==> src/rtl/sync_fifo_thr.sv <==
// sync_fifo_thr: synchronous FIFO with threshold flags,
// sticky error flags and optional first-word-fall-through.
module sync_fifo_thr #(
  parameter int DBITS  = 8,
  parameter int ABITS  = 4,
  parameter int AF_LVL = (1 << ABITS) - 2,
  parameter int AE_LVL = 2,
  parameter bit FWFT   = 1'b0
) (
  input  logic             clk,
  input  logic             rst,
  input  logic             wr,
  input  logic             rd,
  input  logic [DBITS-1:0] din,
  input  logic             clr_err,
  output logic [DBITS-1:0] dout,
  output logic             empty,
  output logic             full,
  output logic             almost_full,
  output logic             almost_empty,
  output logic [ABITS:0]   count,
  output logic             overflow,
  output logic             underflow
);

  localparam int DEPTH = 1 << ABITS;
  localparam logic [ABITS:0] FULL_CNT = (ABITS+1)'(DEPTH);
  localparam logic [ABITS:0] AF_CNT = (ABITS+1)'(AF_LVL);
  localparam logic [ABITS:0] AE_CNT = (ABITS+1)'(AE_LVL);

  logic [DBITS-1:0] mem [DEPTH];
  logic [ABITS-1:0] wptr;
  logic [ABITS-1:0] rptr;
  logic             wr_ok;
  logic             rd_ok;

  // flags come only from the registered count
  assign empty        = (count == '0);
  assign full         = (count == FULL_CNT);
  assign almost_full  = (count >= AF_CNT);
  assign almost_empty = (count <= AE_CNT);

  // a read frees a slot, so a full FIFO still takes wr+rd
  assign wr_ok = wr && (!full || rd);
  assign rd_ok = rd && !empty;

  always_ff @(posedge clk) begin
    if (wr_ok) mem[wptr] <= din;
  end

  always_ff @(posedge clk) begin
    if (rst) begin
      wptr      <= '0;
      rptr      <= '0;
      count     <= '0;
      overflow  <= 1'b0;
      underflow <= 1'b0;
    end else begin
      if (wr_ok) wptr <= wptr + 1'b1;
      if (rd_ok) rptr <= rptr + 1'b1;
      unique case ({wr_ok, rd_ok})
        2'b10:   count <= count + 1'b1;
        2'b01:   count <= count - 1'b1;
        default: count <= count;
      endcase
      // a fresh error wins over a same-cycle clear
      overflow  <= (wr && full && !rd) ||
                   (overflow && !clr_err);
      underflow <= (rd && empty) ||
                   (underflow && !clr_err);
    end
  end

  if (FWFT) begin : g_fwft
    assign dout = empty ? '0 : mem[rptr];
  end else begin : g_reg
    logic [DBITS-1:0] dreg;
    always_ff @(posedge clk) begin
      if (rst)        dreg <= '0;
      else if (rd_ok) dreg <= mem[rptr];
    end
    assign dout = dreg;
  end

endmodule

==> config.mk <==
export PLATFORM = sky130hd
export DESIGN_NAME = sync_fifo_thr
export DESIGN_NICKNAME = d
export VERILOG_FILES = /design/src/rtl/sync_fifo_thr.sv
export SDC_FILE = /design/constraint.sdc
export NUM_CORES = 1
export LEC_CHECK = 0
export ABC_AREA = 1
export ABC_CLOCK_PERIOD_IN_PS = 3450
export CAP_MARGIN = 20
export CORE_UTILIZATION = 55
export CTS_CLUSTER_DIAMETER = 200
export DETAILED_ROUTE_END_ITERATION = 8
export GPL_TIMING_DRIVEN = 0
export PLACE_DENSITY = 0.74
export RECOVER_POWER = 100
export SLEW_MARGIN = 20
export SYNTH_ARGS = -nofsm -noshare
export SYNTH_HDL_FRONTEND = slang
export SYNTH_SLANG_ARGS = --single-unit
==> constraint.sdc <==
create_clock -name clk -period 3.45 [get_ports clk]
set_input_delay 0.69 -clock clk [delete_from_list [all_inputs] [get_ports clk]]
set_output_delay 0.69 -clock clk [all_outputs]
set_load 0.1 [all_outputs]
# [Word level (Yosys, flattened, before mapping)]
# Memories as Yosys holds them, arrays and structs flattened. A register that Yosys moved wholly into a read port is not among the register bits.
# Index checks and enable logic that the tools add are counted.
[word_totals] mem_count=1 wordCells=34 output_inout_bits=19 latchBits=0 register_bits=15 mem_bits_rw=128 in_bits=13 rom_bits=0
[classes] reduce_logical=16 muxes=3 shifts=0 magnitude_cmp=2 n_eq_ne=3 n_addsub=4 n_bitwise=0 n_mul=0 div_mod_pow=0
[memory_table] memory="mem" depth=16 word_bits=8 rd=1 rd_ports_with_merged_regs=1 wr=1 line_no="31" source="logic [DBITS-1:0] mem [DEPTH];"
[op_table] op="$pmux W5 S2" count=1
[op_table] op="$add A4 B1 Y4 const B" count=2
[op_table] op="$logic_and A1 B1 Y1" count=7
[op_table] op="$add A5 B1 Y5 const B" count=1
[op_table] op="$eq A5 B5 Y1 const B" count=1
[op_table] op="$ge A5 B4 Y1 const B" count=1
[op_table] op="$le A5 B2 Y1 const B" count=1
[op_table] op="$logic_not A5 Y1" count=1
[op_table] op="$sub A5 B1 Y5 const B" count=1
[op_table] op="$logic_not A1 Y1" count=4
[op_table] op="$logic_or A1 B1 Y1" count=3
[op_table] op="$eq A2 B1 Y1 const B" count=1
[op_table] op="$eq A2 B2 Y1 const B" count=1
[op_table] op="$mux W1" count=2
[op_table] op="$reduce_bool A2 Y1" count=1

# [Longest topological paths before layout]
# Gate-level depths: netlist of run 1.
[logic_depth] word_depth=6 depth_mapped=16 depth_no_buf=16

# [Least setup slack after synthesis of run 1]
# OpenSTA, ideal clock, no wires.
[synth_timing] kind="reg-to-output" from="register count[1]" to="output almost_empty" slack_ns=-2.800 n_path_buf=0 stages_incl_launch_ff=2 arrival_time_ns=5.560 required_ns=2.760 cell_sequence="dfxtp_1 a2111oi_0"
[synth_between] elab_chain_cells=1
[synth_lines] item="start: declaration" line_no="21" source="output logic [ABITS:0] count,"
[synth_lines] item="start signal: assignment" line_no="62" source="2'b10: count <= count + 1'b1;"
[synth_lines] item="start signal: assignment" line_no="63" source="2'b01: count <= count - 1'b1;"
[synth_lines] item="start signal: assignment" line_no="64" source="default: count <= count;"
[synth_lines] item="$le A5 B2 Y1" line_no="41" source="assign almost_empty = (count <= AE_CNT);"
[synth_lines] item="end: declaration" line_no="20" source="output logic almost_empty,"
# No other way between the ends.

# [Final worst setup path of run 1]
# Ends and elaborated chain as after synthesis.

==> results of run 1 <==
==> tightest hold or removal path, stage by stage, from the launching register on <==
cell	delay (ns)
dfxtp_1	0.31
nand2_1	0.06
a21oi_1	0.06
==> cell usage after synthesis, types with 3 or more instances <==
cell type	instances	share of area [%]
buf_2	13	0.97
nand3_1	98	7.3
nor2_1	34	1.9
o21ai_0	5	0.37
ha_1	9	1.7
nand2_1	231	13
inv_1	93	5.2
xor2_1	5	0.65
nand2_2	5	0.47
clkbuf_1	4	0.22
buf_4	9	1.0
dfxtp_1	23	6.9
inv_2	3	0.17
edfxtp_1	128	57
a21oi_1	14	1.0
==> how the worst max path moves through the flow <==
stage,cells after the start,startpoint,slack [ns],end
after detailed placement,15,rd,0.51,count[4]
after global routing,15,rd,0.16,count[4]
final,2,count[1],0.30,almost_empty
after CTS,2,count[1],0.31,almost_empty
after floorplan,1,count[1],-0.06,almost_empty
after global placement,14,rd,0.57,count[4]
==> state kept, by name (all words and copies together), names as in the netlist <==
signal	cells
underflow	1
overflow	1
wptr	4
mem	128
dout	8
count	5
rptr	4
==> power groups by stage <==
stage          Clock (W)  Sequential (W)  Combinational [W]
2_1_floorplan          0         0.00268            0.00122
3_3_place_gp           0         0.00221            0.00225
3_5_place_dp           0         0.00222            0.00229
4_1_cts          0.00180         0.00218            0.00230
5_1_grt          0.00187         0.00219            0.00243
6_report         0.00179         0.00218            0.00224
==> layer usage <==
metal	wire (um)	GRT usage, %
met3	879	5.24
met2	7420	42.7
met4	417	12.4
met5	0	0
met1	6480	34.0
==> final cells by class <==
type / instances / area [um2]
sequential: 151 / 4300
fill: 945 / 3940
buffer: 29 / 166
clock buffer: 19 / 433
inverter: 98 / 368
multi-input combinational: 412 / 1840
clock inverter: 12 / 135
tap: 143 / 179
timing repair buffer: 30 / 300
==> cell families (layout without fill, tap and decap cells) <==
logic type	Yosys count	count (layout)
AND/OR/NAND/NOR	373	373
flip-flops	151	151
buffers and inverters	127	188
AO/OA/AOI/OAI	24	24
adder cells (fa/ha/maj)	9	9
XOR/XNOR	6	6
==> through the flow <==
step | utilization (%) | hold WS (ns)
finish | 66.2 | 0.469
global route | 66.2 | 0.504
global placement | 61.6 | 0.455
CTS | 66.5 | 0.479
floorplan | - | 0.470
detailed placement | 61.6 | 0.468
==> cell usage in the layout (no fill, tap or decap) <==
cell type | synthesis | final
o21ai_0 | 5 | 6
bufinv_16 | 0 | 3
dfxtp_1 | 23 | 23
ha_1 | 9 | 9
a21oi_1 | 14 | 14
a2111oi_2 | 0 | 1
inv_2 | 3 | 2
clkinv_1 | 2 | 5
xnor2_1 | 1 | 1
nand4_1 | 1 | 1
o21bai_1 | 1 | 1
clkinv_2 | 0 | 5
nor2_1 | 34 | 34
buf_6 | 2 | 2
clkdlybuf4s50_1 | 0 | 2
nand3_1 | 98 | 98
buf_2 | 13 | 13
nand3b_1 | 1 | 1
clkbuf_16 | 0 | 17
edfxtp_1 | 128 | 128
nor2_2 | 2 | 1
xor2_1 | 5 | 5
o21ai_1 | 2 | 1
a21boi_0 | 1 | 1
clkinv_4 | 0 | 1
dlygate4sd3_1 | 0 | 28
buf_1 | 1 | 1
nand2_1 | 231 | 237
nor2_4 | 0 | 1
buf_4 | 9 | 7
clkbuf_1 | 4 | 8
inv_1 | 93 | 94
==> run summary, run 1 <==
sequential power share = 35.1%
CP arrival = 2.46 ns
internal power = 0.00377 W
kind of critical path = flip-flop to output port
status = finished with violations
Gate power share = 36.1%
CP Launch Type = flip-flop
hold path start = overflow
top-level port count = 32
placed cell count = 863
setup repair bufs after CTS = 0
CTS Sinks = 151
Syn Inst Count = 690
Site Rows = 39
Yosys cell types = 27
final hold violation count = 0
complex-gate fraction of the synthesized area = 1.93%
Avg WL per Cell = 17.0 um
largest family of logic cells by synthesized area = simple AND/OR/NAND/NOR gates
Die ar. = 12,600 um2
P_leak = 3.34 nW
fin crit share = 91.4%
Switching Fraction = 39.3%
cts bufs inserted = 17
Longest Clk Path Bufs = 2
Mapped Nets = 712
ys flop type = edfxtp_1
DR pass1 iterations = 7
Worst Hold End = overflow
#FFs+latches synth = 151
IO buf count = 30
Critical R2R Capture = count[4]
FF-to-FF path depth = 16
Worst Hold Path Cells = 2
relative slew slack = 33.9%
mux cell area share after synthesis = 0%
Area growth syn-to-layout = 15.4%
layout cells sized above 1 = 7.06%
post-cts sizing count = 0
CTS H-tree depth = 4
min Tclk post-route = 3.15 ns
Clock Tree Root = clkbuf_16
Simple-Gate Fraction of Synth Area = 23.2%
required time of the critical path = 2.76 ns
Final Max Tran Viols = 0
Setup violations, final = 0
Final ANT Viol Nets = 0
part of the Yosys area used for sequential elements = 64.3%
PD cells = 803 nW/um2
final wirelength = 15.2 mm
vias in the first global route = 4,605
Slowest cell on crit path = dlygate4sd3_1
failing checks = design-rule violations
cell area after layout = 7720 um2
initial core utilization = 57.4%
Clk network pwr share = 28.8%
sw power = 0.00244 W
Peak VDD IR = 0.499 mV
Post-Synthesis Cell Area = 6690 um2
final routed DRC violation total = 3
Post-Synth Adder-Cell Area = 1.68%
Hold Path Class = flip-flop to flip-flop
Placement Cell Area = 7180 um2
Max Cap Viol = 0
DR vias = 4,725
Worst-Skew Late Latency = 0.42 ns
FFs w/ async S/R, synth = 0%
Non-Filler Instances = 894
Syn Area/Cell = 9.70 um2
DP Worst Slack = 0.505 ns
Core ar. = 11,700 um2
power consumption = 0.00620 W
Ys Warns = 0
critical path endpoint category = output port
GRT Residual Overflow = 0
Reg clk slew, reported paths = 0.05 ns
fin nets = 761
worst-case clock skew = 0.00613 ns
Final TNS setup = 0 ns
R2R Path Start = count[4]
Critical Path, Cell by Cell = a2111oi_2, dlygate4sd3_1
GP Congestion = 0.909
EDFF count, synth = 128
Post-CTS Hold Buffers = 0
dpl hpwl = 10.8 mm
Peak Freq = 317 MHz
initial drt markers = 399
Die Width = 112 um
CP bufs+invs = 1
CTS tree = done
Slew @ Worst Pin = 0.989 ns
routed vias/inst = 5.29
first-pass GRT wire length = 24.0 mm
Antenna Cells = 0
largest net degree at the start of global routing = 17
Total GRT Usage = 26.2%
RSZ-0062 raised after global routing = no
Final WS setup = 0.297 ns
antenna violations before repair = 0
xor and xnor area share after synthesis = 0.785%
r2r setup slk = 0.64 ns
critical path's top delay family = buffers and inverters
Die Y = 112 um
CP peak stage delay = 1.25 ns
worst-path fanout max = 7
(Power assumes the default switching activity.)
==> inputs of run 2 (changes only) <==
--- a/config.mk
+++ b/config.mk
@@ -9,7 +9,6 @@
 export ABC_CLOCK_PERIOD_IN_PS = 3450
 export CAP_MARGIN = 20
 export CORE_UTILIZATION = 55
-export CTS_CLUSTER_DIAMETER = 200
 export DETAILED_ROUTE_END_ITERATION = 8
 export GPL_TIMING_DRIVEN = 0
 export PLACE_DENSITY = 0.74
==> results of run 2 <==
Final layout, timing and power as in run 1 (identical DEF).
==> inputs of run 3 (changes only) <==
--- a/config.mk
+++ b/config.mk
@@ -6,12 +6,12 @@
 export NUM_CORES = 1
 export LEC_CHECK = 0
 export ABC_AREA = 1
-export ABC_CLOCK_PERIOD_IN_PS = 3450
+export ABC_CLOCK_PERIOD_IN_PS = 2850
 export CAP_MARGIN = 20
-export CORE_UTILIZATION = 55
+export CORE_UTILIZATION = 54
 export DETAILED_ROUTE_END_ITERATION = 8
 export GPL_TIMING_DRIVEN = 0
-export PLACE_DENSITY = 0.74
+export PLACE_DENSITY_LB_ADDON = 0.2
 export RECOVER_POWER = 100
 export SLEW_MARGIN = 20
 export SYNTH_ARGS = -nofsm -noshare
==> constraint.sdc (replaced) <==
create_clock -name clk -period 2.85 [get_ports clk]
set_input_delay 0.57 -clock clk [delete_from_list [all_inputs] [get_ports clk]]
set_output_delay 0.57 -clock clk [all_outputs]
set_load 0.1 [all_outputs]
==> run summary, run 3 (synthesis gave the netlist of run 1 again) <==
status = completed (was finished with violations)
sw power = 0.00294 W (was 0.00244 W)
fillcell total = 1,000 (was 945)
r2r setup slk = 0.34 ns (was 0.64 ns)
worst-path fanout max = 7 (unchanged)
internal power = 0.00446 W (was 0.00377 W)
critical path endpoint category = output port (unchanged)
layout cells sized above 1 = 7.07% (was 7.06%)
DR vias = 4,763 (was 4,725)
most common cell after layout, fill and taps aside = nand2_1 (unchanged)
cts bufs inserted = 17 (unchanged)
Final ANT Viol Nets = 0 (unchanged)
CTS tree = done (unchanged)
P_leak = 3.32 nW (was 3.34 nW)
GRT Residual Overflow = 0 (unchanged)
RSZ-0062 raised after global routing = no (unchanged)
Hold Path Class = flip-flop to flip-flop (unchanged)
first-pass GRT wire length = 23.9 mm (was 24.0 mm)
Clock Tree Root = clkbuf_16 (unchanged)
CTS Sinks = 151 (unchanged)
hold path start = overflow (unchanged)
largest net degree at the start of global routing = 17 (unchanged)
Core ar. = 12,100 um2 (was 11,700 um2)
commonest non-fill, non-tap cells in the layout = nand2_1 (237), edfxtp_1 (128), nand3_1 (98) (unchanged)
GP Congestion = 0.891 (was 0.909)
Non-Filler Instances = 918 (was 894)
Site Rows = 40 (was 39)
fin nets = 761 (unchanged)
Worst-Skew Late Latency = 0.42 ns (about the same)
Max Cap Viol = 0 (unchanged)
Antenna Cells = 0 (unchanged)
fin crit share = 95.7%
routed vias/inst = 5.19 (was 5.29)
post-cts sizing count = 3 (was 0)
Final TNS setup = 0 ns (unchanged)
Top reg by flops = mem (unchanged)
worst-case clock skew = 0.00662 ns (was 0.00613 ns)
Peak Freq = 367 MHz
max FFs per register = 128 (unchanged)
Gate power share = 36.1% (about the same)
final hold violation count = 0 (unchanged)
placed cell count = 888 (was 863)
Die Width = 113 um (was 112 um)
DR pass1 iterations = 5 (was 7)
Longest Clk Path Bufs = 2 (unchanged)
CP startpoint = count[2] (was count[1])
setup repair bufs after CTS = 0 (unchanged)
Avg WL per Cell = 16.5 um (was 17.0 um)
initial drt markers = 404 (was 399)
top-level port count = 32 (unchanged)
DP Worst Slack = 0.0884 ns (was 0.505 ns)
Post-CTS Hold Buffers = 0 (unchanged)
R2R Path Start = count[0] (was count[4])
required time of the critical path = 2.28 ns (was 2.76 ns)
Final WS setup = 0.124 ns (was 0.297 ns)
final wirelength = 15.1 mm (was 15.2 mm)
Setup violations, final = 0 (unchanged)
Area growth syn-to-layout = 15.3% (was 15.4%)
PD cells = 958 nW/um2 (was 803 nW/um2)
final routed DRC violation total = 0 (was 3)
Die ar. = 12,800 um2 (was 12,600 um2)
Die Y = 113 um (was 112 um)
CP arrival = 2.16 ns (was 2.46 ns)
Total GRT Usage = 25.9% (was 26.2%)
antenna violations before repair = 0 (unchanged)
sequential power share = 35.9% (was 35.1%)
kind of critical path = flip-flop to output port (unchanged)
Clk network pwr share = 28.0% (was 28.8%)
dpl hpwl = 10.5 mm (was 10.8 mm)
initial core utilization = 55.5% (was 57.4%)
Switching Fraction = 39.7% (was 39.3%)
Reg clk slew, reported paths = 0.06 ns (was 0.05 ns)
relative slew slack = 22.9% (was 33.9%)
IO buf count = 30 (unchanged)
Slew @ Worst Pin = 1.16 ns (was 0.989 ns)
CP Launch Type = flip-flop (unchanged)
min Tclk post-route = 2.73 ns
Util after Layout = 64.0% (was 66.2%)
Peak VDD IR = 0.481 mV (was 0.499 mV)
CTS H-tree depth = 4 (unchanged)
Final Max Tran Viols = 0 (unchanged)
vias in the first global route = 4,658 (was 4,605)
WHS = 0.483 ns (was 0.469 ns)
-- run 3: per-stage QoR --
stage / instance area [um2] / power (W)
after floorplan: 6730 / 0.00474
after global placement: 7240 / 0.00541
after detailed placement: 7240 / 0.00546
after CTS: 7770 / 0.00749
after global routing: 7720 / 0.00775
final: 7720 / 0.00740
-- run 3: per-layer routing --
metal / global-route usage, % / wire length, um / vias up
met5: 0 / 0 / -
met2: 43.6 / 7540 / 167
met1: 31.2 / 6040 / 2234
li1: - / - / 2327
met3: 7.23 / 1160 / 35
met4: 11.6 / 398 / 0
-- run 3: critical path, stage by stage (launching register included) --
cell	delay (ns)
dfxtp_2	0.43
nand3_1	0.10
nand2_1	0.07
clkdlybuf4s50_1	1.12
-- run 3: layout make-up --
| type | instances | area, um2 | share of cell area (%) |
|---|---|---|---|
| plain buffers | 29 | 164 | 2.12 |
| clock buffers | 18 | 429 | 5.56 |
| clock inverters | 12 | 111 | 1.44 |
| inverters | 98 | 368 | 4.76 |
| multi-input cells | 412 | 1840 | 23.9 |
| flip-flops and latches | 151 | 4310 | 55.9 |
| well taps | 168 | 210 | 2.72 |
| repair buffers | 30 | 282 | 3.65 |
-- run 3: power groups by stage --
stage / sequential, W / clock (W) / combinational [W]
2_1_floorplan: 0.00326 / 0 / 0.00148
3_3_place_gp: 0.00270 / 0 / 0.00271
3_5_place_dp: 0.00271 / 0 / 0.00275
4_1_cts: 0.00266 / 0.00208 / 0.00275
5_1_grt: 0.00267 / 0.00218 / 0.00291
6_report: 0.00266 / 0.00207 / 0.00267
-- run 3: path summary, 6_finish.rpt --
kind	to	cells after the start
worst max-delay path	almost_full	3
worst max register to register	count[4]	16
worst min register to register	overflow	2
worst min-delay path	overflow	2
